## src/rtl/booth4_pkg.sv

```systemverilog
// rtl/booth4_pkg.sv - shared types and constants for the radix-4 Booth sequencer
package booth4_pkg;

    typedef enum logic [1:0] {
        IDLE = 2'd0,
        LOAD = 2'd1,
        RUN  = 2'd2,
        DONE = 2'd3
    } state_e;

    // Signed Booth digit encoding (3-bit two's complement, -2..+2)
    localparam logic [2:0] DIGIT_ZERO = 3'b000;
    localparam logic [2:0] DIGIT_POS1 = 3'b001;
    localparam logic [2:0] DIGIT_POS2 = 3'b010;
    localparam logic [2:0] DIGIT_NEG2 = 3'b110;
    localparam logic [2:0] DIGIT_NEG1 = 3'b111;

    // Multiplier bit triplets {b(2i+1), b(2i), b(2i-1)}
    localparam logic [2:0] TRIP_000 = 3'b000;
    localparam logic [2:0] TRIP_001 = 3'b001;
    localparam logic [2:0] TRIP_010 = 3'b010;
    localparam logic [2:0] TRIP_011 = 3'b011;
    localparam logic [2:0] TRIP_100 = 3'b100;
    localparam logic [2:0] TRIP_101 = 3'b101;
    localparam logic [2:0] TRIP_110 = 3'b110;
    localparam logic [2:0] TRIP_111 = 3'b111;

    // Triplet to signed digit, used where a numeric digit is wanted rather than strobes
    function automatic logic [2:0] triplet_digit(input logic [2:0] trip);
        logic [2:0] dig;
        dig = DIGIT_ZERO;
        case (trip)
            TRIP_001, TRIP_010: dig = DIGIT_POS1;
            TRIP_011:           dig = DIGIT_POS2;
            TRIP_100:           dig = DIGIT_NEG2;
            TRIP_101, TRIP_110: dig = DIGIT_NEG1;
            default:            dig = DIGIT_ZERO;
        endcase
        return dig;
    endfunction

endpackage

```

## src/rtl/booth4_if.sv

```systemverilog
// rtl/booth4_if.sv - start/done handshake and datapath strobes; BOOTH_STATUS_EN adds debug status
interface booth4_if #(
    parameter int WIDTH = 8
);
    localparam int ITER = WIDTH / 2;
    localparam int CW   = $clog2(ITER);

    logic             start;
    logic [WIDTH-1:0] mplier;
    logic             busy;
    logic             done;
    logic             ld;
    logic             shift_en;
    logic             sel_zero;
    logic             sel_double;
    logic             sel_neg;
`ifdef BOOTH_STATUS_EN
    logic [CW-1:0]    dbg_cnt;
    logic [2:0]       dbg_digit;

    modport master (
        output start, mplier,
        input  busy, done, ld, shift_en, sel_zero, sel_double, sel_neg, dbg_cnt, dbg_digit
    );
    modport slave (
        input  start, mplier,
        output busy, done, ld, shift_en, sel_zero, sel_double, sel_neg, dbg_cnt, dbg_digit
    );
`else
    modport master (
        output start, mplier,
        input  busy, done, ld, shift_en, sel_zero, sel_double, sel_neg
    );
    modport slave (
        input  start, mplier,
        output busy, done, ld, shift_en, sel_zero, sel_double, sel_neg
    );
`endif

endinterface

```

## src/rtl/booth4_recoder.sv

```systemverilog
// rtl/booth4_recoder.sv - combinational radix-4 Booth triplet to select strobes
module booth4_recoder
    import booth4_pkg::*;
(
    input  logic [2:0] triplet,
    output logic       sel_zero,
    output logic       sel_double,
    output logic       sel_neg
);

    // Decode the triplet into zero/double/negate strobes for the operand muxes
    always_comb begin
        sel_zero   = 1'b0;
        sel_double = 1'b0;
        sel_neg    = 1'b0;
        case (triplet)
            TRIP_000, TRIP_111: sel_zero = 1'b1;
            TRIP_001, TRIP_010: ;
            TRIP_011:           sel_double = 1'b1;
            TRIP_100: begin
                sel_double = 1'b1;
                sel_neg    = 1'b1;
            end
            TRIP_101, TRIP_110: sel_neg = 1'b1;
            default:            sel_zero = 1'b1;
        endcase
    end

endmodule

```

## src/rtl/booth4_ctrl.sv

```systemverilog
// rtl/booth4_ctrl.sv - radix-4 Booth multiplier sequencer/recoder; BOOTH_STATUS_EN adds dbg_cnt/dbg_digit
module booth4_ctrl
    import booth4_pkg::*;
#(
    parameter int WIDTH = 8,
    parameter int ITER  = WIDTH / 2
) (
    input  logic     clk,
    input  logic     rst,
    booth4_if.slave  bus
);

    localparam int CW = $clog2(ITER);
    localparam logic [CW-1:0] CNT_LAST = CW'(ITER - 1);

    state_e          state_q, state_d;
    logic [WIDTH:0]  q_q, q_d;
    logic [CW-1:0]   cnt_q, cnt_d;
    logic            rec_zero, rec_double, rec_neg;

    // The low triplet of the shift register is always the digit being issued this cycle
    booth4_recoder u_recoder (
        .triplet    (q_q[2:0]),
        .sel_zero   (rec_zero),
        .sel_double (rec_double),
        .sel_neg    (rec_neg)
    );

    // Next-state, shift register/counter update and state-decoded outputs
    always_comb begin
        state_d        = state_q;
        q_d            = q_q;
        cnt_d          = cnt_q;
        bus.busy       = 1'b0;
        bus.done       = 1'b0;
        bus.ld         = 1'b0;
        bus.shift_en   = 1'b0;
        bus.sel_zero   = 1'b0;
        bus.sel_double = 1'b0;
        bus.sel_neg    = 1'b0;
        case (state_q)
            IDLE: begin
                // mplier is only valid in the accept cycle, so capture it here
                if (bus.start) begin
                    state_d = LOAD;
                    q_d     = {bus.mplier, 1'b0};
                    cnt_d   = '0;
                end
            end
            LOAD: begin
                bus.busy = 1'b1;
                bus.ld   = 1'b1;
                state_d  = RUN;
            end
            RUN: begin
                bus.busy       = 1'b1;
                bus.shift_en   = 1'b1;
                bus.sel_zero   = rec_zero;
                bus.sel_double = rec_double;
                bus.sel_neg    = rec_neg;
                q_d            = {q_q[WIDTH], q_q[WIDTH], q_q[WIDTH:2]};
                if (cnt_q == CNT_LAST) begin
                    state_d = DONE;
                    cnt_d   = '0;
                end else begin
                    cnt_d   = cnt_q + CW'(1);
                end
            end
            DONE: begin
                bus.busy = 1'b1;
                bus.done = 1'b1;
                state_d  = IDLE;
            end
            default: state_d = IDLE;
        endcase
    end

    // State, multiplier shift register and digit counter
    always_ff @(posedge clk or posedge rst) begin
        if (rst) begin
            state_q <= IDLE;
            q_q     <= '0;
            cnt_q   <= '0;
        end else begin
            state_q <= state_d;
            q_q     <= q_d;
            cnt_q   <= cnt_d;
        end
    end

`ifdef BOOTH_STATUS_EN
    logic [CW-1:0] dbg_cnt_q, dbg_cnt_d;
    logic [2:0]    dbg_digit_q, dbg_digit_d;

    // Status is computed from next-cycle values so the registered copy lines up with RUN
    always_comb begin
        dbg_cnt_d   = '0;
        dbg_digit_d = DIGIT_ZERO;
        if (state_d == RUN) begin
            dbg_cnt_d   = cnt_d;
            dbg_digit_d = triplet_digit(q_d[2:0]);
        end
    end

    // Debug status registers
    always_ff @(posedge clk or posedge rst) begin
        if (rst) begin
            dbg_cnt_q   <= '0;
            dbg_digit_q <= DIGIT_ZERO;
        end else begin
            dbg_cnt_q   <= dbg_cnt_d;
            dbg_digit_q <= dbg_digit_d;
        end
    end

    assign bus.dbg_cnt   = dbg_cnt_q;
    assign bus.dbg_digit = dbg_digit_q;
`endif

endmodule
```

## src/flat_wrapper.sv

```systemverilog
// flat-port wrapper written by rule: the top's interface ports become plain ports
module booth4_ctrl_flat import booth4_pkg::*;
#(
    parameter int WIDTH = 8,
    parameter int ITER  = WIDTH / 2
)
  (clk, rst, bus_start, bus_mplier, bus_busy, bus_done, bus_ld, bus_shift_en, bus_sel_zero, bus_sel_double, bus_sel_neg);
  booth4_if #(.WIDTH(WIDTH)) bus_i ();
  input  logic clk;
  input  logic rst;
  input wire logic [$bits(bus_i.start)-1:0] bus_start;
  input wire logic [$bits(bus_i.mplier)-1:0] bus_mplier;
  output wire logic [$bits(bus_i.busy)-1:0] bus_busy;
  output wire logic [$bits(bus_i.done)-1:0] bus_done;
  output wire logic [$bits(bus_i.ld)-1:0] bus_ld;
  output wire logic [$bits(bus_i.shift_en)-1:0] bus_shift_en;
  output wire logic [$bits(bus_i.sel_zero)-1:0] bus_sel_zero;
  output wire logic [$bits(bus_i.sel_double)-1:0] bus_sel_double;
  output wire logic [$bits(bus_i.sel_neg)-1:0] bus_sel_neg;
  assign bus_i.start = bus_start;
  assign bus_i.mplier = bus_mplier;
  assign bus_busy = bus_i.busy;
  assign bus_done = bus_i.done;
  assign bus_ld = bus_i.ld;
  assign bus_shift_en = bus_i.shift_en;
  assign bus_sel_zero = bus_i.sel_zero;
  assign bus_sel_double = bus_i.sel_double;
  assign bus_sel_neg = bus_i.sel_neg;
  booth4_ctrl #(.WIDTH(WIDTH), .ITER(ITER)) u_core (.clk(clk), .rst(rst), .bus(bus_i));
endmodule
```

## config.mk

```make
export PLATFORM = sky130hd
export DESIGN_NAME = booth4_ctrl_flat
export DESIGN_NICKNAME = d
export VERILOG_FILES = /design/src/rtl/booth4_pkg.sv /design/src/rtl/booth4_if.sv /design/src/rtl/booth4_recoder.sv /design/src/rtl/booth4_ctrl.sv /design/src/flat_wrapper.sv
export SDC_FILE = /design/constraint.sdc
export NUM_CORES = 1
export LEC_CHECK = 0
export BUFFER_PORTS_ARGS = -buffer_cell sky130_fd_sc_hd__buf_2
export CORE_MARGIN = 2
export CORE_UTILIZATION = 45
export CTS_CLUSTER_DIAMETER = 150
export DETAILED_ROUTE_END_ITERATION = 10
export GPL_TIMING_DRIVEN = 0
export PLACE_DENSITY = 0.68
export SYNTH_ARGS = -nofsm -noshare
export SYNTH_HDL_FRONTEND = slang
export SYNTH_SLANG_ARGS = --single-unit
```

## constraint.sdc

```tcl
create_clock -name clk -period 2.1 [get_ports clk]
set_clock_uncertainty 0.1 [all_clocks]
set_input_delay 0.315 -clock clk [delete_from_list [all_inputs] [get_ports clk]]
set_output_delay 0.315 -clock clk [all_outputs]
set_load 0.01 [all_outputs]
```

; ---- After elaboration in Yosys (flattened, before gate mapping)
; Index checks and enable logic that the tools add are counted.
[totals]
regBits = 13
in_bits = 11
output_inout_bits = 7
word_cells = 45
[op_classes]
addsub = 1
n_eq_ne = 11
mux = 18
bitwise = 1
reduce_logical = 10
[ops]
columns = cell, n
row1 = $pmux W9 S2, 1
row2 = $eq A3 B3 Y1 const B, 4
row3 = $mux W1, 10
row4 = $mux W9, 1
row5 = $mux W2, 4
row6 = $pmux W2 S4, 1
row7 = $eq A2 B2 Y1 const B, 3
row8 = $reduce_or A3 Y1, 2
row9 = $pmux W2 S2, 1
row10 = $reduce_and A2 Y1, 2
row11 = $reduce_or A2 Y1, 2
row12 = $eq A3 B2 Y1 const B, 1
row13 = $logic_not A3 Y1, 1
row14 = $reduce_and A3 Y1, 1
row15 = $add A2 B1 Y2 const B, 1
row16 = $eq A2 B1 Y1 const B, 1
row17 = $logic_not A2 Y1, 1
row18 = $ne A2 B1 Y1 const B, 1
row19 = $ne A2 B2 Y1 const B, 1
row20 = $reduce_bool A2 Y1, 1
row21 = $not A1 Y1, 1

; ---- Depth between registers and ports, before layout
; Gate-level depths: netlist of the first run.
[logic_depth]
depth_word = 4
depth_mapped = 6
depth_no_buf = 5

; ---- By module
; Synthesis of the first run repeated with hierarchy kept, for this count alone.
[hier_totals]
hier_cells = 71
area_unflattened_um2 = 770.7
[by_module_without_submodules]
columns = module, instances, cells_each, area_per_inst_um2, seq_area_each_um2
row1 = booth4_ctrl, 1, 64, 733.2, 325.3
row2 = booth4_recoder, 1, 7, 37.5, 0.0

; ---- Worst setup path before layout of the first run
; OpenSTA, ideal clock, no wires.
[synth_path]
kind = register to output
startpoint = register u_core.state_q[0]
endpoint = output bus_sel_zero
arrival_time_ns = 1.431
required_ns = 1.685
path_slack_ns = 0.254
stages_incl_launch_ff = 6
n_path_buf = 2
path_cell_list = dfrtp_1 inv_1 ha_1 buf_6 buf_2 a21boi_0
[synth_via]
elab_chain_len = 2
[synth_rtl]
columns = item, line
row1 = "start, declared", booth4_ctrl.sv:16  ; state_e state_q, state_d;
row2 = "start signal, assigned", booth4_ctrl.sv:85  ; state_q <= state_d;
row3 = $eq A2 B2 Y1, booth4_ctrl.sv:41  ; case (state_q)
row4 = $mux W1, booth4_ctrl.sv:41
row5 = "end, declared", flat_wrapper.sv:17  ; output wire logic [$bits(bus_i.sel_zero)-1:0] bus_sel_zero;
; Every way passes these cells.

; ---- Worst setup path in the final report of the first run
; Ends and elaborated chain as after synthesis.

==> results of run 1 <==
-- worst register-to-register path: stages (launching register included) --
cell,delay (ns)
dfrtp_1,0.40
inv_1,0.10
ha_1,0.23
nor2b_2,0.19
a21oi_1,0.22
mux2_2,0.37
-- synthesized netlist by cell type, drive strengths merged, types with 2 or more instances --
| master | number |
|---|---|
| buf | 4 |
| nand4b | 3 |
| ha | 6 |
| nor3b | 2 |
| nor2 | 3 |
| dfrtp | 13 |
| o22a | 3 |
| o21ai | 3 |
| a21oi | 2 |
| or3 | 3 |
| a32o | 2 |
| o221a | 4 |
| inv | 5 |
| nand2b | 2 |
| nand2 | 6 |
| nand3 | 7 |
-- layout make-up --
cell class / instances / area (µm²) / area share, %
multi-input combinational: 54 / 414 / 44.3
sequential: 13 / 325 / 34.8
timing repair buffer: 18 / 95.1 / 10.2
buffer: 3 / 33.8 / 3.61
clock buffer: 4 / 26.3 / 2.81
tap: 17 / 21.3 / 2.28
inverter: 5 / 18.8 / 2.01
-- worst min-delay path by stage --
stage / from / to / slack, ns / cells after the start
finish: bus_mplier[7] / u_core.q_q[8]$_DFFE_PP0P_ / 0.18 / 3
CTS: bus_mplier[7] / u_core.q_q[8]$_DFFE_PP0P_ / 0.19 / 3
global placement: rst / u_core.q_q[4]$_DFFE_PP0P_ / 0.28 / 2
floorplan: rst / u_core.cnt_q[0]$_DFFE_PP0P_ / 0.09 / 1
global route: bus_mplier[4] / u_core.q_q[5]$_DFFE_PP0P_ / 0.21 / 3
detailed placement: rst / u_core.q_q[4]$_DFFE_PP0P_ / 0.28 / 2
-- registers in the layout, summed over array words and instances, names as in the netlist --
name / count
u_core.q_q: 9
u_core.cnt_q: 2
u_core.state_q: 2
-- stage by stage --
| stage | std cells | total power, µW | utilization [%] | TNS [ns] |
|---|---|---|---|---|
| after global routing | 114 | 1590 | 55.3 | -0.00386 |
| after floorplan | 76 | 1100 | - | 0 |
| final | 114 | 1460 | 55.3 | 0 |
| after detailed placement | 110 | 1300 | 53.1 | 0 |
| after global placement | 110 | 1270 | 53.1 | 0 |
| after CTS | 114 | 1460 | 55.1 | 0 |
-- layer usage --
layer / up-vias / GRT usage [%]
met5: - / 0
met4: 0 / 8.57
met3: 5 / 3.97
met2: 16 / 27.8
met1: 308 / 22.7
li1: 323 / -
-- timing repair --
| item | CTS | global route |
|---|---|---|
| cloned | 0 | 0 |
| setup endpoints to repair | 3 | 1 |
| endpoints found under the hold margin | 13 | 0 |
| hold buffers | 1 | 0 |
| setup buffers | 0 | 0 |
| resized for setup | 1 | 1 |
-- logic make-up (layout without fill, tap and decap cells) --
family / Yosys count / after routing / share of synthesized area (%)
flip-flops: 13 / 13 / 41.1
multiplexers: 2 / 2 / 2.69
buffers and inverters: 9 / 30 / 6.80
adder cells (fa/ha/maj): 6 / 6 / 9.49
AO/OA/AOI/OAI: 17 / 17 / 18.2
AND/OR/NAND/NOR: 29 / 29 / 21.7
-- power breakdown --
part,switching (µW),internal [µW],leakage [µW]
clock,87.9,73.9,0.0000150
sequential,106,378,0.000157
combinational,406,407,0.000266
==> flow_summary.ini, run 1 <==
[clocking]
cts-buffers-inserted = 3
cts_tree = yes
htree_levels = 1
clock_latency_ns = 0.28
cts_root_buf = clkbuf_4
cts_buffer_depth = 2
clkTransAtPathRegs_ns = 0.08
cts_sinks = 13

[critical_path]
start_kind = register
reg2reg_slack_ns = 0.39
cpLargestDelayFamily = buffers and inverters
crit_chain = inv_1 > ha_2 > buf_8 > a21boi_0 > buf_2
path_buf_inv = 3
slowest_delay_ns = 0.42
crit_path_max_fanout = 19
timing.rr.end = u_core.state_q[1]$_DFFE_PP0P_
cp.depth = 5
crit_start = u_core.state_q[0]$_DFFE_PP0P_
r2r_cells = 5
cp.required_ns = 1.68
setup.worst_path.end = bus_sel_zero
r2r-start = u_core.state_q[0]$_DFFE_PP0P_
crit_path_end_kind = output pin
critPathKind = reg2out
critPathSlowestCell = dfrtp_1
cp.arrival_ns = 1.60

[cells_and_area]
mostFrequentLayoutCells = buf_2 (17), dfrtp_1 (13), nand3_1 (7)
final_common_cell = buf_2
fill_cells = 170
syn2layout_area_growth_pct = 18.2
num-nets-final = 115
fin_area_um2 = 935
diodes = 0
drive_gt1_share_pct = 28.9

[timing]
whs_ns = 0.177
fmax_mhz = 497
finalWorstSetupSlack_ns = 0.0881
period_share_pct = 95.8
worst_slew_pin_slew_ns = 0.512
setup_viol = 0
hold_viol = 0
maxSlewHeadroom_pct = 65.8
finalCriticalPeriod_ns = 2.01
drv_slew = 0

[logic_synthesis]
synth_top_area_share_pct = 41.1
synth-edff-count = 0
synth_area_um2 = 791
yosys.area.top_type = dfrtp_1
syn_area_per_cell_um2 = 10.4
ys_warn_count = 0
synth_seq_cells = 13
synth-async-reset-ratio_pct = 100
synth_ff_type = dfrtp_1
synth.distinct_cells = 27
synthCells = 76
netlist_top_cells_area = dfrtp_1 (41%), ha_1 (9.5%), o221a_1 (5.7%)
yosysSeqAreaShare_pct = 41.1
syn_nets = 93

[place]
dp.final_hpwl_mm = 1.20
place_area_um2 = 897
numPortBuffers = 17
dp_worst_setup_slack_ns = 0.162
gp_congestion = 0.723

[drt]
routed.top_layer = met4
met1Wirelength_um = 745
dr_total_vias = 652
wl_met3_um = 73
drt_iter0_drc = 10
avgRoutedWirePerCell_um = 13.8
drt_pass1_iterations = 4
met2_length_um = 716
routed_wl_mm = 1.57
viasPerCell = 5.72
drc = 0
ant_nets = 0

[global_route]
grt_first_pass_wirelength_mm = 2.63
grt_overflow = 0
grt_usage_pct = 17.7
grt_max_degree = 20
antenna_found_initial = 0
grt_pass1_vias = 609

[min_path]
hp-class = in2reg

[job]
cap_violations = 0

[floorplan]
io_pins = 18
fp.dieH_um = 45.9
die_x_um = 45.9
coreArea_mm2 = 0.00169
initial_core_util_pct = 46.8
dieArea_mm2 = 0.00211
std_cell_rows = 15

[power]
power_density_mw_per_mm2 = 1560
leakagePower_uw = 0.000438
vdd_drop_max_uv = 821

[outcome]
outcome = completed
No activity file was read; power rests on OpenSTA's default activity.
==> inputs of run 2 (changes only) <==
==> constraint.sdc (replaced) <==
create_clock -name clk -period 2 [get_ports clk]
set_clock_uncertainty 0.1 [all_clocks]
set_input_delay 0.3 -clock clk [delete_from_list [all_inputs] [get_ports clk]]
set_output_delay 0.3 -clock clk [all_outputs]
set_load 0.01 [all_outputs]
==> run 2 against run 1 <==
Clock power is 4% higher; sequential share of layout area is 0.37 points lower; global-route usage stayed put; total power is 6.4% higher; worst hold slack worse by 0.012 ns; non-clock buffer count stayed put; core utilization is 0.59 points higher; count of clock-buffer cells in the layout stayed put; first-iteration DRC count is 50% higher; largest cell class unchanged; largest power group unchanged; highest routed layer unchanged.
==> flow_summary.ini, run 2 (same netlist as run 1, synthesis figures left out) <==
[power]
combPwrFrac_pct = 56.2
power.share.clock_pct = 10.9
power_density_mw_per_mm2 = 1640
netSwitchingFraction_pct = 41.2
leakagePower_uw = 0.000439
pwr-share-seq_pct = 33.0
internal-power_uw = 913
vdd_drop_max_uv = 865
p_sw_uw = 640

[min_path]
whs_endpoint = u_core.q_q[8]$_DFFE_PP0P_
hp-class = in2reg
hold_depth = 3
hold_start = bus_mplier[7]

[cells_and_area]
mostFrequentLayoutCells = buf_2 (17), dfrtp_1 (13), nand3_1 (7), nand2_1 (5), ha_1 (5)
top_register = u_core.q_q
largestRegisters = u_core.q_q x9, u_core.cnt_q x2, u_core.state_q x2
final_common_cell = buf_2
multiInputGateArea_um2 = 424
syn2layout_area_growth_pct = 19.5
largest_reg_flops = 9
area.sequential_um2 = 325
num-nets-final = 115
diodes = 0
drive_gt1_share_pct = 29.9
fill_cells = 169

[drt]
ant_nets = 0
drt_pass1_iterations = 4
drt_iter0_drc = 15
drc = 0
routed_wl_mm = 1.58
avgRoutedWirePerCell_um = 13.9
dr_total_vias = 657
viasPerCell = 5.76

[global_route]
grt_overflow = 0
grt_max_degree = 20
grt_first_pass_wirelength_mm = 2.63
grt_usage_pct = 17.7
antenna_found_initial = 0
grt_pass1_vias = 612

[critical_path]
critPathKind = reg2out
cp.required_ns = 1.60
crit_chain = inv_2 > ha_4 > buf_8 > a21boi_0 > buf_2
timing.rr.end = u_core.state_q[1]$_DFFE_PP0P_
reg2reg_slack_ns = 0.26
cp.arrival_ns = 1.49
r2r_cells = 5
crit_path_max_fanout = 19
crit_path_end_kind = output pin
slowest_delay_ns = 0.43
r2r-start = u_core.state_q[1]$_DFFE_PP0P_
start_kind = register
critPathSlowestCell = dfrtp_1

[clocking]
clkTransAtPathRegs_ns = 0.08
cts_tree = yes
post_cts_buffers = 0
htree_levels = 1
clock_latency_ns = 0.28
cts_root_buf = clkbuf_4
cts_buffer_depth = 2
cts_sinks = 13
cts-buffers-inserted = 3

[timing]
drv_slew = 0
whs_ns = 0.165
finalWorstSetupSlack_ns = 0.105
period_share_pct = 94.7
fin_tns_setup_ns = 0
maxSlewHeadroom_pct = 65.7
worst_slew_pin_slew_ns = 0.513
fmax_mhz = 528
rsz0062_at_grt = false
finalCriticalPeriod_ns = 1.89
setup_viol = 0
hold_viol = 0

[floorplan]
initial_core_util_pct = 46.8
coreArea_mm2 = 0.00169
fp.dieH_um = 45.9
dieArea_mm2 = 0.00211
std_cell_rows = 15
io_pins = 18
die_x_um = 45.9

[outcome]
outcome = completed

[place]
gp_congestion = 0.723
numPortBuffers = 17
dp.final_hpwl_mm = 1.20
dp_worst_setup_slack_ns = 0.0766

[job]
cap_violations = 0
## run 2: final cells by class
cell class                 count  share of cell area [%]
multi-input combinational     54                    44.9
buffer                         3                    3.58
timing repair buffer          18                    10.1
sequential                    13                    34.4
clock buffer                   4                    2.78
tap                           17                    2.25
inverter                       5                    1.99
## run 2: routing by layer
metal,global-route usage (%),wire length [µm],vias to the layer above
met5,0,0,-
met4,8.57,34,0
met3,3.97,80,5
met2,28.1,739,20
met1,22.5,730,308
li1,-,-,324
## run 2: how the worst max path moves through the flow
stage                                              from      endpoint  slack (ns)
after floorplan           u_core.state_q[0]$_DFFE_PP0P_  bus_sel_zero        0.17
after global placement    u_core.state_q[0]$_DFFE_PP0P_  bus_sel_zero        0.09
after detailed placement  u_core.state_q[0]$_DFFE_PP0P_  bus_sel_zero        0.08
after CTS                 u_core.state_q[0]$_DFFE_PP0P_  bus_sel_zero       0.002
after global routing      u_core.state_q[0]$_DFFE_PP0P_  bus_sel_zero        0.02
final                     u_core.state_q[0]$_DFFE_PP0P_  bus_sel_zero        0.11
## run 2: power by group through the flow
stage	registers, µW	clock network (µW)	logic, µW
floorplan	483	0	675
global placement	506	0	831
detailed placement	512	0	856
CTS	508	169	863
global route	535	182	975
finish	512	169	872
## run 2: timing repair
| action | CTS | global route |
|---|---|---|
| hold buffers | 1 | 0 |
| gates resized for setup | 2 | 2 |
| endpoints found under the setup margin | 3 | 3 |
| endpoints found under the hold margin | 13 | 0 |
## run 2: stage by stage
step                      std cells  total power, µW  cell area [µm²]  util, %
final                           114             1550              945     55.9
after global routing            114             1690              945     55.9
after CTS                       114             1540              935     55.3
after detailed placement        110             1370              897     53.1
after global placement          110             1340              897     53.1
after floorplan                  76             1160              791        -
## run 2: critical path, delay by kind of cell (launching register included)
family          cells  cell delay, ns
compound gates      1            0.17
buf+inv             3            0.43
fa+ha+maj           1            0.18
flops               1            0.43
